`src/rtl/datapath_pkg.sv`:
```
// Shared types and bus-strobe index constants for the single-bus datapath and its MUL/DIV unit.
package datapath_pkg;

    typedef enum logic [4:0] {
        OP_ADD  = 5'd0,
        OP_SUB  = 5'd1,
        OP_AND  = 5'd2,
        OP_OR   = 5'd3,
        OP_SHR  = 5'd4,
        OP_SHRA = 5'd5,
        OP_SHL  = 5'd6,
        OP_ROR  = 5'd7,
        OP_ROL  = 5'd8,
        OP_NEG  = 5'd9,
        OP_NOT  = 5'd10,
        OP_MUL  = 5'd11,
        OP_DIV  = 5'd12
    } alu_op_t;

    localparam int SIN_HI  = 0;
    localparam int SIN_LO  = 1;
    localparam int SIN_Y   = 2;
    localparam int SIN_Z   = 3;
    localparam int SIN_PC  = 4;
    localparam int SIN_MDR = 5;
    localparam int SIN_MAR = 6;
    localparam int SIN_IR  = 7;

    localparam int SOUT_HI     = 0;
    localparam int SOUT_LO     = 1;
    localparam int SOUT_ZHI    = 2;
    localparam int SOUT_ZLO    = 3;
    localparam int SOUT_PC     = 4;
    localparam int SOUT_MDR    = 5;
    localparam int SOUT_INPORT = 6;
    localparam int SOUT_C      = 7;

    typedef enum logic [1:0] {
        MD_IDLE = 2'd0,
        MD_RUN  = 2'd1,
        MD_DONE = 2'd2
    } md_state_t;

    function automatic logic is_muldiv(alu_op_t op);
        return (op == OP_MUL) || (op == OP_DIV);
    endfunction

endpackage

```
`src/rtl/param_bus_datapath_if.sv`:
```
// Control strobes from the control unit and observation outputs of the datapath.
interface param_bus_datapath_if #(
    parameter int DATA_W   = 32,
    parameter int NUM_REGS = 16
) ();
    logic [NUM_REGS-1:0]     rin;
    logic [NUM_REGS-1:0]     rout;
    logic [7:0]              sin;
    logic [7:0]              sout;
    logic                    ba_out;
    logic                    inc_pc;
    logic                    md_read;
    logic [DATA_W-1:0]       mem_data_in;
    logic                    inport_strobe;
    logic [DATA_W-1:0]       inport_data;
    datapath_pkg::alu_op_t   alu_op;
    logic                    op_start;

    logic [DATA_W-1:0]       bus_data;
    logic [DATA_W-1:0]       mar_q;
    logic [DATA_W-1:0]       pc_q;
    logic [DATA_W-1:0]       ir_q;
    logic                    busy;
    logic                    done;
    logic                    bus_conflict;

    modport master (
        output rin, rout, sin, sout, ba_out, inc_pc, md_read, mem_data_in,
               inport_strobe, inport_data, alu_op, op_start,
        input  bus_data, mar_q, pc_q, ir_q, busy, done, bus_conflict
    );

    modport slave (
        input  rin, rout, sin, sout, ba_out, inc_pc, md_read, mem_data_in,
               inport_strobe, inport_data, alu_op, op_start,
        output bus_data, mar_q, pc_q, ir_q, busy, done, bus_conflict
    );
endinterface

```
`src/rtl/muldiv_iter.sv`:
```
// Iterative signed multiply (Booth radix-2) / divide (restoring on magnitudes), one bit per cycle.
// Latency DATA_W+1 cycles start->done; start is ignored while busy, no other backpressure.
module muldiv_iter
    import datapath_pkg::*;
#(
    parameter int DATA_W = 32
) (
    input  logic              clock,
    input  logic              clear,
    input  logic              start,
    input  alu_op_t           op,
    input  logic [DATA_W-1:0] a_in,
    input  logic [DATA_W-1:0] b_in,
    output logic              busy,
    output logic              done,
    output logic              z_wr,
    output logic [DATA_W-1:0] zhi,
    output logic [DATA_W-1:0] zlo
);
    localparam int CW = $clog2(DATA_W);

    md_state_t         state, state_nxt;
    logic              launch, step;
    logic [CW-1:0]     count;
    logic [DATA_W:0]   acc;
    logic [DATA_W-1:0] qr, mr, a_q;
    logic              q1, is_div, div0, neg_q, neg_r;

    logic [DATA_W:0]   m_ext, booth_sum, rem_sh, trial;

    always_ff @(posedge clock) begin
        if (clear) state <= MD_IDLE;
        else       state <= state_nxt;
    end

    always_comb begin
        state_nxt = state;
        case (state)
            MD_IDLE: if (launch) state_nxt = MD_RUN;
            MD_RUN:  if (count == CW'(DATA_W - 1)) state_nxt = MD_DONE;
            MD_DONE: state_nxt = MD_IDLE;
            default: state_nxt = MD_IDLE;
        endcase
    end

    always_comb begin
        launch = 1'b0;
        step   = 1'b0;
        z_wr   = 1'b0;
        busy   = 1'b0;
        case (state)
            MD_IDLE: launch = start && is_muldiv(op);
            MD_RUN:  begin step = 1'b1; busy = 1'b1; end
            MD_DONE: begin z_wr = 1'b1; busy = 1'b1; end
            default: ;
        endcase
    end

    // acc carries one guard bit so Booth survives the most negative multiplicand
    always_comb begin
        m_ext = {mr[DATA_W-1], mr};
        if (qr[0] && !q1)      booth_sum = acc - m_ext;
        else if (!qr[0] && q1) booth_sum = acc + m_ext;
        else                   booth_sum = acc;
        rem_sh = {acc[DATA_W-1:0], qr[DATA_W-1]};
        trial  = rem_sh - {1'b0, mr};
    end

    always_ff @(posedge clock) begin
        if (clear) begin
            count  <= '0;
            acc    <= '0;
            qr     <= '0;
            mr     <= '0;
            a_q    <= '0;
            q1     <= 1'b0;
            is_div <= 1'b0;
            div0   <= 1'b0;
            neg_q  <= 1'b0;
            neg_r  <= 1'b0;
            done   <= 1'b0;
        end else begin
            done <= z_wr;
            if (launch) begin
                count  <= '0;
                acc    <= '0;
                q1     <= 1'b0;
                a_q    <= a_in;
                is_div <= (op == OP_DIV);
                div0   <= (b_in == '0);
                neg_q  <= a_in[DATA_W-1] ^ b_in[DATA_W-1];
                neg_r  <= a_in[DATA_W-1];
                if (op == OP_DIV) begin
                    qr <= a_in[DATA_W-1] ? -a_in : a_in;
                    mr <= b_in[DATA_W-1] ? -b_in : b_in;
                end else begin
                    qr <= b_in;
                    mr <= a_in;
                end
            end else if (step) begin
                count <= count + CW'(1);
                if (is_div) begin
                    if (!trial[DATA_W]) begin
                        acc <= trial;
                        qr  <= {qr[DATA_W-2:0], 1'b1};
                    end else begin
                        acc <= rem_sh;
                        qr  <= {qr[DATA_W-2:0], 1'b0};
                    end
                end else begin
                    acc <= {booth_sum[DATA_W], booth_sum[DATA_W:1]};
                    qr  <= {booth_sum[0], qr[DATA_W-1:1]};
                    q1  <= qr[0];
                end
            end
        end
    end

    always_comb begin
        if (!is_div) begin
            zhi = acc[DATA_W-1:0];
            zlo = qr;
        end else if (div0) begin
            zhi = a_q;
            zlo = '1;
        end else begin
            zhi = neg_r ? -acc[DATA_W-1:0] : acc[DATA_W-1:0];
            zlo = neg_q ? -qr : qr;
        end
    end

endmodule

```
`src/rtl/param_bus_datapath.sv`:
```
// Single-bus CPU datapath: registers, priority bus encoder, single-cycle ALU and iterative MUL/DIV.
// Register loads land one cycle after the bus drive; MUL/DIV ignores new starts while busy.
module param_bus_datapath
    import datapath_pkg::*;
#(
    parameter int DATA_W   = 32,
    parameter int NUM_REGS = 16,
    parameter int IMM_W    = 19
) (
    input  logic                 clock,
    input  logic                 clear,
    param_bus_datapath_if.slave  io
);
    localparam int NSRC = NUM_REGS + 8;
    localparam int SHW  = $clog2(DATA_W);

    logic [DATA_W-1:0] gpr [NUM_REGS];
    logic [DATA_W-1:0] hi_q, lo_q, y_q, zhi_q, zlo_q, pc_q, mdr_q, mar_q, ir_q, inport_q;
    logic [DATA_W-1:0] sp_val [8];
    logic [DATA_W-1:0] bus, c_val, alu_res;
    logic [NSRC-1:0]   src;
    logic [SHW-1:0]    sh;
    logic              md_busy, md_done, md_z_wr;
    logic [DATA_W-1:0] md_hi, md_lo;

    assign c_val = DATA_W'($signed(ir_q[IMM_W-1:0]));

    always_comb begin
        sp_val[SOUT_HI]     = hi_q;
        sp_val[SOUT_LO]     = lo_q;
        sp_val[SOUT_ZHI]    = zhi_q;
        sp_val[SOUT_ZLO]    = zlo_q;
        sp_val[SOUT_PC]     = pc_q;
        sp_val[SOUT_MDR]    = mdr_q;
        sp_val[SOUT_INPORT] = inport_q;
        sp_val[SOUT_C]      = c_val;
    end

    // scan from the highest index down so the lowest requested source wins (R0 first, C last)
    always_comb begin
        bus = '0;
        for (int i = 7; i >= 0; i--)
            if (io.sout[i]) bus = sp_val[i];
        for (int i = NUM_REGS - 1; i >= 0; i--)
            if (io.rout[i]) bus = (i == 0 && io.ba_out) ? '0 : gpr[i];
    end

    assign src             = {io.sout, io.rout};
    assign io.bus_conflict = |(src & (src - NSRC'(1)));
    assign sh              = bus[SHW-1:0];

    always_comb begin
        case (io.alu_op)
            OP_ADD:  alu_res = y_q + bus;
            OP_SUB:  alu_res = y_q - bus;
            OP_AND:  alu_res = y_q & bus;
            OP_OR:   alu_res = y_q | bus;
            OP_SHR:  alu_res = y_q >> sh;
            OP_SHRA: alu_res = $signed(y_q) >>> sh;
            OP_SHL:  alu_res = y_q << sh;
            OP_ROR:  alu_res = (y_q >> sh) | (y_q << (DATA_W - int'(sh)));
            OP_ROL:  alu_res = (y_q << sh) | (y_q >> (DATA_W - int'(sh)));
            OP_NEG:  alu_res = -bus;
            OP_NOT:  alu_res = ~bus;
            default: alu_res = '0;
        endcase
    end

    muldiv_iter #(.DATA_W(DATA_W)) u_muldiv (
        .clock (clock),
        .clear (clear),
        .start (io.op_start),
        .op    (io.alu_op),
        .a_in  (y_q),
        .b_in  (bus),
        .busy  (md_busy),
        .done  (md_done),
        .z_wr  (md_z_wr),
        .zhi   (md_hi),
        .zlo   (md_lo)
    );

    always_ff @(posedge clock) begin
        if (clear) begin
            for (int i = 0; i < NUM_REGS; i++) gpr[i] <= '0;
            hi_q     <= '0;
            lo_q     <= '0;
            y_q      <= '0;
            zhi_q    <= '0;
            zlo_q    <= '0;
            pc_q     <= '0;
            mdr_q    <= '0;
            mar_q    <= '0;
            ir_q     <= '0;
            inport_q <= '0;
        end else begin
            for (int i = 0; i < NUM_REGS; i++)
                if (io.rin[i]) gpr[i] <= bus;
            if (io.sin[SIN_HI])  hi_q  <= bus;
            if (io.sin[SIN_LO])  lo_q  <= bus;
            if (io.sin[SIN_Y])   y_q   <= bus;
            if (io.sin[SIN_MAR]) mar_q <= bus;
            if (io.sin[SIN_IR])  ir_q  <= bus;
            if (io.sin[SIN_MDR]) mdr_q <= io.md_read ? io.mem_data_in : bus;
            if (io.inport_strobe) inport_q <= io.inport_data;
            if (io.sin[SIN_PC])   pc_q <= bus;
            else if (io.inc_pc)   pc_q <= pc_q + DATA_W'(1);
            // Z belongs to the MUL/DIV unit for its whole run
            if (md_z_wr) begin
                zhi_q <= md_hi;
                zlo_q <= md_lo;
            end else if (io.sin[SIN_Z] && !md_busy && !is_muldiv(io.alu_op)) begin
                zhi_q <= '0;
                zlo_q <= alu_res;
            end
        end
    end

    assign io.bus_data = bus;
    assign io.mar_q    = mar_q;
    assign io.pc_q     = pc_q;
    assign io.ir_q     = ir_q;
    assign io.busy     = md_busy;
    assign io.done     = md_done;

endmodule
```
`src/flat_wrapper.sv`:
```
// flat-port wrapper written by rule: the top's interface ports become plain ports
module param_bus_datapath_flat import datapath_pkg::*;
#(
    parameter int DATA_W   = 32,
    parameter int NUM_REGS = 16,
    parameter int IMM_W    = 19
)
  (clock, clear, io_rin, io_rout, io_sin, io_sout, io_ba_out, io_inc_pc, io_md_read, io_mem_data_in, io_inport_strobe, io_inport_data, io_alu_op, io_op_start, io_bus_data, io_mar_q, io_pc_q, io_ir_q, io_busy, io_done, io_bus_conflict);
  param_bus_datapath_if #(.DATA_W(DATA_W), .NUM_REGS(NUM_REGS)) io_i ();
  input  logic clock;
  input  logic clear;
  input wire logic [$bits(io_i.rin)-1:0] io_rin;
  input wire logic [$bits(io_i.rout)-1:0] io_rout;
  input wire logic [$bits(io_i.sin)-1:0] io_sin;
  input wire logic [$bits(io_i.sout)-1:0] io_sout;
  input wire logic [$bits(io_i.ba_out)-1:0] io_ba_out;
  input wire logic [$bits(io_i.inc_pc)-1:0] io_inc_pc;
  input wire logic [$bits(io_i.md_read)-1:0] io_md_read;
  input wire logic [$bits(io_i.mem_data_in)-1:0] io_mem_data_in;
  input wire logic [$bits(io_i.inport_strobe)-1:0] io_inport_strobe;
  input wire logic [$bits(io_i.inport_data)-1:0] io_inport_data;
  input wire logic [$bits(io_i.alu_op)-1:0] io_alu_op;
  input wire logic [$bits(io_i.op_start)-1:0] io_op_start;
  output wire logic [$bits(io_i.bus_data)-1:0] io_bus_data;
  output wire logic [$bits(io_i.mar_q)-1:0] io_mar_q;
  output wire logic [$bits(io_i.pc_q)-1:0] io_pc_q;
  output wire logic [$bits(io_i.ir_q)-1:0] io_ir_q;
  output wire logic [$bits(io_i.busy)-1:0] io_busy;
  output wire logic [$bits(io_i.done)-1:0] io_done;
  output wire logic [$bits(io_i.bus_conflict)-1:0] io_bus_conflict;
  assign io_i.rin = io_rin;
  assign io_i.rout = io_rout;
  assign io_i.sin = io_sin;
  assign io_i.sout = io_sout;
  assign io_i.ba_out = io_ba_out;
  assign io_i.inc_pc = io_inc_pc;
  assign io_i.md_read = io_md_read;
  assign io_i.mem_data_in = io_mem_data_in;
  assign io_i.inport_strobe = io_inport_strobe;
  assign io_i.inport_data = io_inport_data;
  assign io_i.alu_op = io_alu_op;
  assign io_i.op_start = io_op_start;
  assign io_bus_data = io_i.bus_data;
  assign io_mar_q = io_i.mar_q;
  assign io_pc_q = io_i.pc_q;
  assign io_ir_q = io_i.ir_q;
  assign io_busy = io_i.busy;
  assign io_done = io_i.done;
  assign io_bus_conflict = io_i.bus_conflict;
  param_bus_datapath #(.DATA_W(DATA_W), .NUM_REGS(NUM_REGS), .IMM_W(IMM_W)) u_core (.clock(clock), .clear(clear), .io(io_i));
endmodule
```
`config.mk`:
```
export PLATFORM = sky130hd
export DESIGN_NAME = param_bus_datapath_flat
export DESIGN_NICKNAME = d
export VERILOG_FILES = /design/src/rtl/datapath_pkg.sv /design/src/rtl/param_bus_datapath_if.sv /design/src/rtl/muldiv_iter.sv /design/src/rtl/param_bus_datapath.sv /design/src/flat_wrapper.sv
export SDC_FILE = /design/constraint.sdc
export NUM_CORES = 2
export LEC_CHECK = 0
export CAP_MARGIN = 10
export CORE_MARGIN = 5
export CORE_UTILIZATION = 30
export CTS_CLUSTER_DIAMETER = 200
export DETAILED_ROUTE_END_ITERATION = 12
export SKIP_LAST_GASP = 1
export SYNTH_ARGS = -nofsm -noshare
export SYNTH_HDL_FRONTEND = slang
export SYNTH_SLANG_ARGS = --single-unit
export TNS_END_PERCENT = 5
```
`constraint.sdc`:
```
create_clock -name clock -period 11.3 [get_ports clock]
set_input_delay 2.825 -clock clock [delete_from_list [all_inputs] [get_ports clock]]
set_output_delay 2.825 -clock clock [all_outputs]
set_load 0.01 [all_outputs]
```
==> results.yml <==
run:
  maxCapViolations: 2
drt:
  detailroute.via_count: 66870
  wl_per_cell_um: 34.76
  drt_pass1_iterations: 6
  antenna_violating_nets_post_route: 0
  detail_route.vias_per_cell: 6.318
  wirelength_um: 367900
  drcViolationCount: 0
  first_iter_violations: 9976
timing:
  fmaxAchievable_ghz: 0.09170
  report.final.hold_viol_count: 0
  setup-tns-final_ps: 0
  final_period_util: 0.9651
  finalWorstPathRequiredPeriod_ps: 10910
  unrepaired_setup_endpoints_after_global_routing: "no"
  setup_viol: 0
  slew-limit-headroom: -0.01460
  worst_case_clock_skew_ps: 59.36
  timing_max_transition_violations_final: 3
  max_slew.worst_pin.slew_ps: 1506
critical_path:
  critical-path-max-stage-delay_ps: 960
  critPathCaptureType: "output pin"
  critPathTopFamily: "compound AO/OA/AOI/OAI gates"
  cp_slowest_cell: "sky130_fd_sc_hd__a2111oi_0"
  required_ps: 8480
  arrival_ps: 8080
  crit_path_max_fanout: 14
  critical-path-top-cell-by-count: "sky130_fd_sc_hd__buf_4"
  worstPathCellList: "clkdlybuf4s50_1, buf_4, nand4bb_1, a2111oi_0, a211oi_1, buf_4, o21ai_0, a2111oi_0, o41a_1, buf_4, inv_1, clkdlybuf4s50_1"
  start_kind: "input port"
  critical_path_buf_inv_count: 6
  critPathKind: "in -> out"
synth:
  synth_area_leaders: "sky130_fd_sc_hd__edfxtp_1 (24%), sky130_fd_sc_hd__dfxtp_1 (14%), sky130_fd_sc_hd__nor2_1 (4.6%), sky130_fd_sc_hd__nand2_1 (4.1%), sky130_fd_sc_hd__a21oi_1 (4.0%)"
  netlist.area_leader.share: 0.2364
  synth_area_leader_cell: "sky130_fd_sc_hd__edfxtp_1"
  synth-seq-cells: 973
  synth_ff_type: "sky130_fd_sc_hd__edfxtp_1"
  synthMostInstantiatedCell: "sky130_fd_sc_hd__nor2_1"
  synth-edff-count: 512
  synth_area_um2: 65020
  synth_seq_area_share: 0.3784
  synth_cells: 7654
  synthesis.yosys.warnings: 0
  mappedNetlistNets: 7926
  list_of_most_frequent_post_synthesis_cells: "sky130_fd_sc_hd__nor2_1 (795), sky130_fd_sc_hd__nand2_1 (713), sky130_fd_sc_hd__clkbuf_1 (599), sky130_fd_sc_hd__a21oi_1 (519), sky130_fd_sc_hd__edfxtp_1 (512)"
  postSynth.asyncResetShare: 0
  netlist-cell-type-count: 106
  post_synth.cell_area_avg_um2: 8.495
placed_design:
  io_buffers: 254
  hpwlAfterDp_um: 270700
  placed_cells_incl_taps: 10370
  final_gp_congestion: 1.065
global_route:
  busiest_layer: "met2"
  grt_pass1_vias: 60790
  grt-ovfl-total: 0
  grt_use_met1: 0.4135
  grt_first_pass_wirelength_um: 501300
  grt_start_max_net_pins: 176
  number_of_antenna_violations_at_the_first_check_in_global_routing: 22
  met3_usage: 0.06908
  global_route.usage.total: 0.3104
  use_met2: 0.4574
pwr:
  power-per-cell-area_nw_per_um2: 141.6
  vdd.ir_drop.worst_mv: 0.1352
  leakage_nw: 27.31
floorplanning:
  top_level_port_count: 255
  fp.dieW_um: 475.6
  start_util: 0.3006
  dieArea_um2: 226200
  core_area_um2: 216300
  floorplan.rows: 171
  die_y_um: 475.6
clock_tree:
  path_clk_slew_ps: 60
  cts-buffers-inserted: 104
  postCtsSetupBuffers: 0
  cts-resized-gates: 0
  clock-sinks: 973
  cts_tree: "yes"
  cts_hold_buf: 0
  cts.path.max_buffers: 3
  clk-insertion-delay-late_ps: 790
  clock-root-buffer: "sky130_fd_sc_hd__clkbuf_16"
  h-tree-depth: 3
finish:
  instances_no_fill: 10580
  syn_to_final_growth_pct: 15.04
  nNetsFinal: 7900
  final_core_utilization: 0.3458
  drive_above_1_share: 0.09574
run_status:
  violations: "capacitance limit, slew limit"
  outcome: "finished, violations left"
min_path:
  hp-class: "reg -> reg"
## final timing paths
check                           slack (ps)                                  from                              endpoint  cells past startpoint
worst max-delay path                   390                            io_sout[6]                       io_bus_data[14]                     12
worst min-delay path                   460  u_core.u_muldiv.a_q[21]$_SDFFE_PP0P_  u_core.u_muldiv.a_q[21]$_SDFFE_PP0P_                      2
worst max register to register        3730       u_core.io.pc_q[14]$_SDFFE_PP0P_         u_core.zlo_q[31]$_SDFFE_PP0P_                     23
worst min register to register         460  u_core.u_muldiv.a_q[21]$_SDFFE_PP0P_  u_core.u_muldiv.a_q[21]$_SDFFE_PP0P_                      2
## report_power, final
group | internal, mW | switching (mW) | leakage, nW
sequential | 3.94 | 0.142 | 9.44
combinational | 0.853 | 1.97 | 16.1
clock | 2.06 | 1.63 | 1.74
total | 6.84 | 3.74 | 27.3
## cell type report
cell class,instances,area [µm²]
Clock buffer,135,2860
Clock inverter,62,729.5
Multi-Input combinational cell,5766,37250
Antenna cell,11,27.53
Sequential cell,973,24620
Inverter,192,725.7
Timing Repair Buffer,591,5024
Fill cell,22230,141500
Tap cell,2854,3571
## routing by layer
layer  wire length [µm]  vias to the layer above
li1                   -                    28260
met1             147400                    33080
met2             154500                     4500
met3              37870                     1012
met4              28040                       14
met5                105                        -
## registers in the layout, indices dropped and copies added (netlist names), 2 cells and up
name,flops
u_core.gpr,512
u_core.hi_q,32
u_core.inport_q,32
u_core.io.ir_q,32
u_core.io.mar_q,32
u_core.io.pc_q,32
u_core.lo_q,32
u_core.mdr_q,32
u_core.u_muldiv.a_q,31
u_core.u_muldiv.acc,33
u_core.u_muldiv.count,5
u_core.u_muldiv.mr,32
u_core.u_muldiv.qr,32
u_core.u_muldiv.state,2
u_core.y_q,32
u_core.zhi_q,32
u_core.zlo_q,32
## layout by cell type, fill, tap and decap left out, types with 49 or more instances in the layout
cell type,netlist,routed
sky130_fd_sc_hd__nor2_1,795,790
sky130_fd_sc_hd__nand2_1,713,712
sky130_fd_sc_hd__a21oi_1,519,514
sky130_fd_sc_hd__edfxtp_1,512,512
sky130_fd_sc_hd__dfxtp_1,461,451
sky130_fd_sc_hd__o21ai_0,430,430
sky130_fd_sc_hd__and2_1,378,377
sky130_fd_sc_hd__buf_4,4,329
sky130_fd_sc_hd__a211oi_1,299,296
sky130_fd_sc_hd__mux2i_1,234,234
sky130_fd_sc_hd__clkdlybuf4s50_1,0,227
sky130_fd_sc_hd__xnor2_1,190,188
sky130_fd_sc_hd__inv_1,184,182
sky130_fd_sc_hd__ha_1,144,141
sky130_fd_sc_hd__nor3_1,142,140
sky130_fd_sc_hd__o211ai_1,132,132
sky130_fd_sc_hd__nand3_1,124,122
sky130_fd_sc_hd__clkbuf_16,0,105
sky130_fd_sc_hd__a221oi_1,102,102
sky130_fd_sc_hd__nor2b_1,100,97
sky130_fd_sc_hd__a22oi_1,92,92
sky130_fd_sc_hd__o22ai_1,71,71
sky130_fd_sc_hd__nand2b_1,72,71
sky130_fd_sc_hd__xor2_1,69,69
sky130_fd_sc_hd__a31oi_1,71,65
sky130_fd_sc_hd__a221o_1,62,62
sky130_fd_sc_hd__a21o_1,56,56
sky130_fd_sc_hd__o21a_1,52,52
sky130_fd_sc_hd__o31ai_1,51,51
sky130_fd_sc_hd__or3_1,49,49
## stage by stage
step | total power, mW | setup WS [ps] | area, µm² | hold slack [ps]
finish | 10.59 | 394.7 | 74800 | 457.4
global route | 10.82 | 476.9 | 74780 | 472.0
CTS | 10.47 | 650.2 | 74730 | 456.5
detailed placement | 6.838 | 661.9 | 71140 | 447.2
global placement | 6.841 | 726.3 | 71100 | 443.9
floorplan | 5.574 | 949.3 | 65020 | 432.5
## logic make-up (layout without fill, tap and decap cells)
kind of cell	Yosys count	count (layout)	synth area share
AOI/OAI and AO/OA	2407	2407	0.2537
xor gates and xnor gates	259	259	0.03489
adders and majority gates	149	149	0.02909
buffers and inverters	915	980	0.05467
DFF	973	973	0.3784
muxes	296	296	0.05247
other	0	11	0
and+or+nand+nor	2655	2655	0.1968
## worst min-delay path: stages, from the launching register on
cell and delay [ps]:
sky130_fd_sc_hd__dfxtp_1 310, sky130_fd_sc_hd__nand2_1 50, sky130_fd_sc_hd__a21oi_1 50
Power figures use the tool's default switching activity.
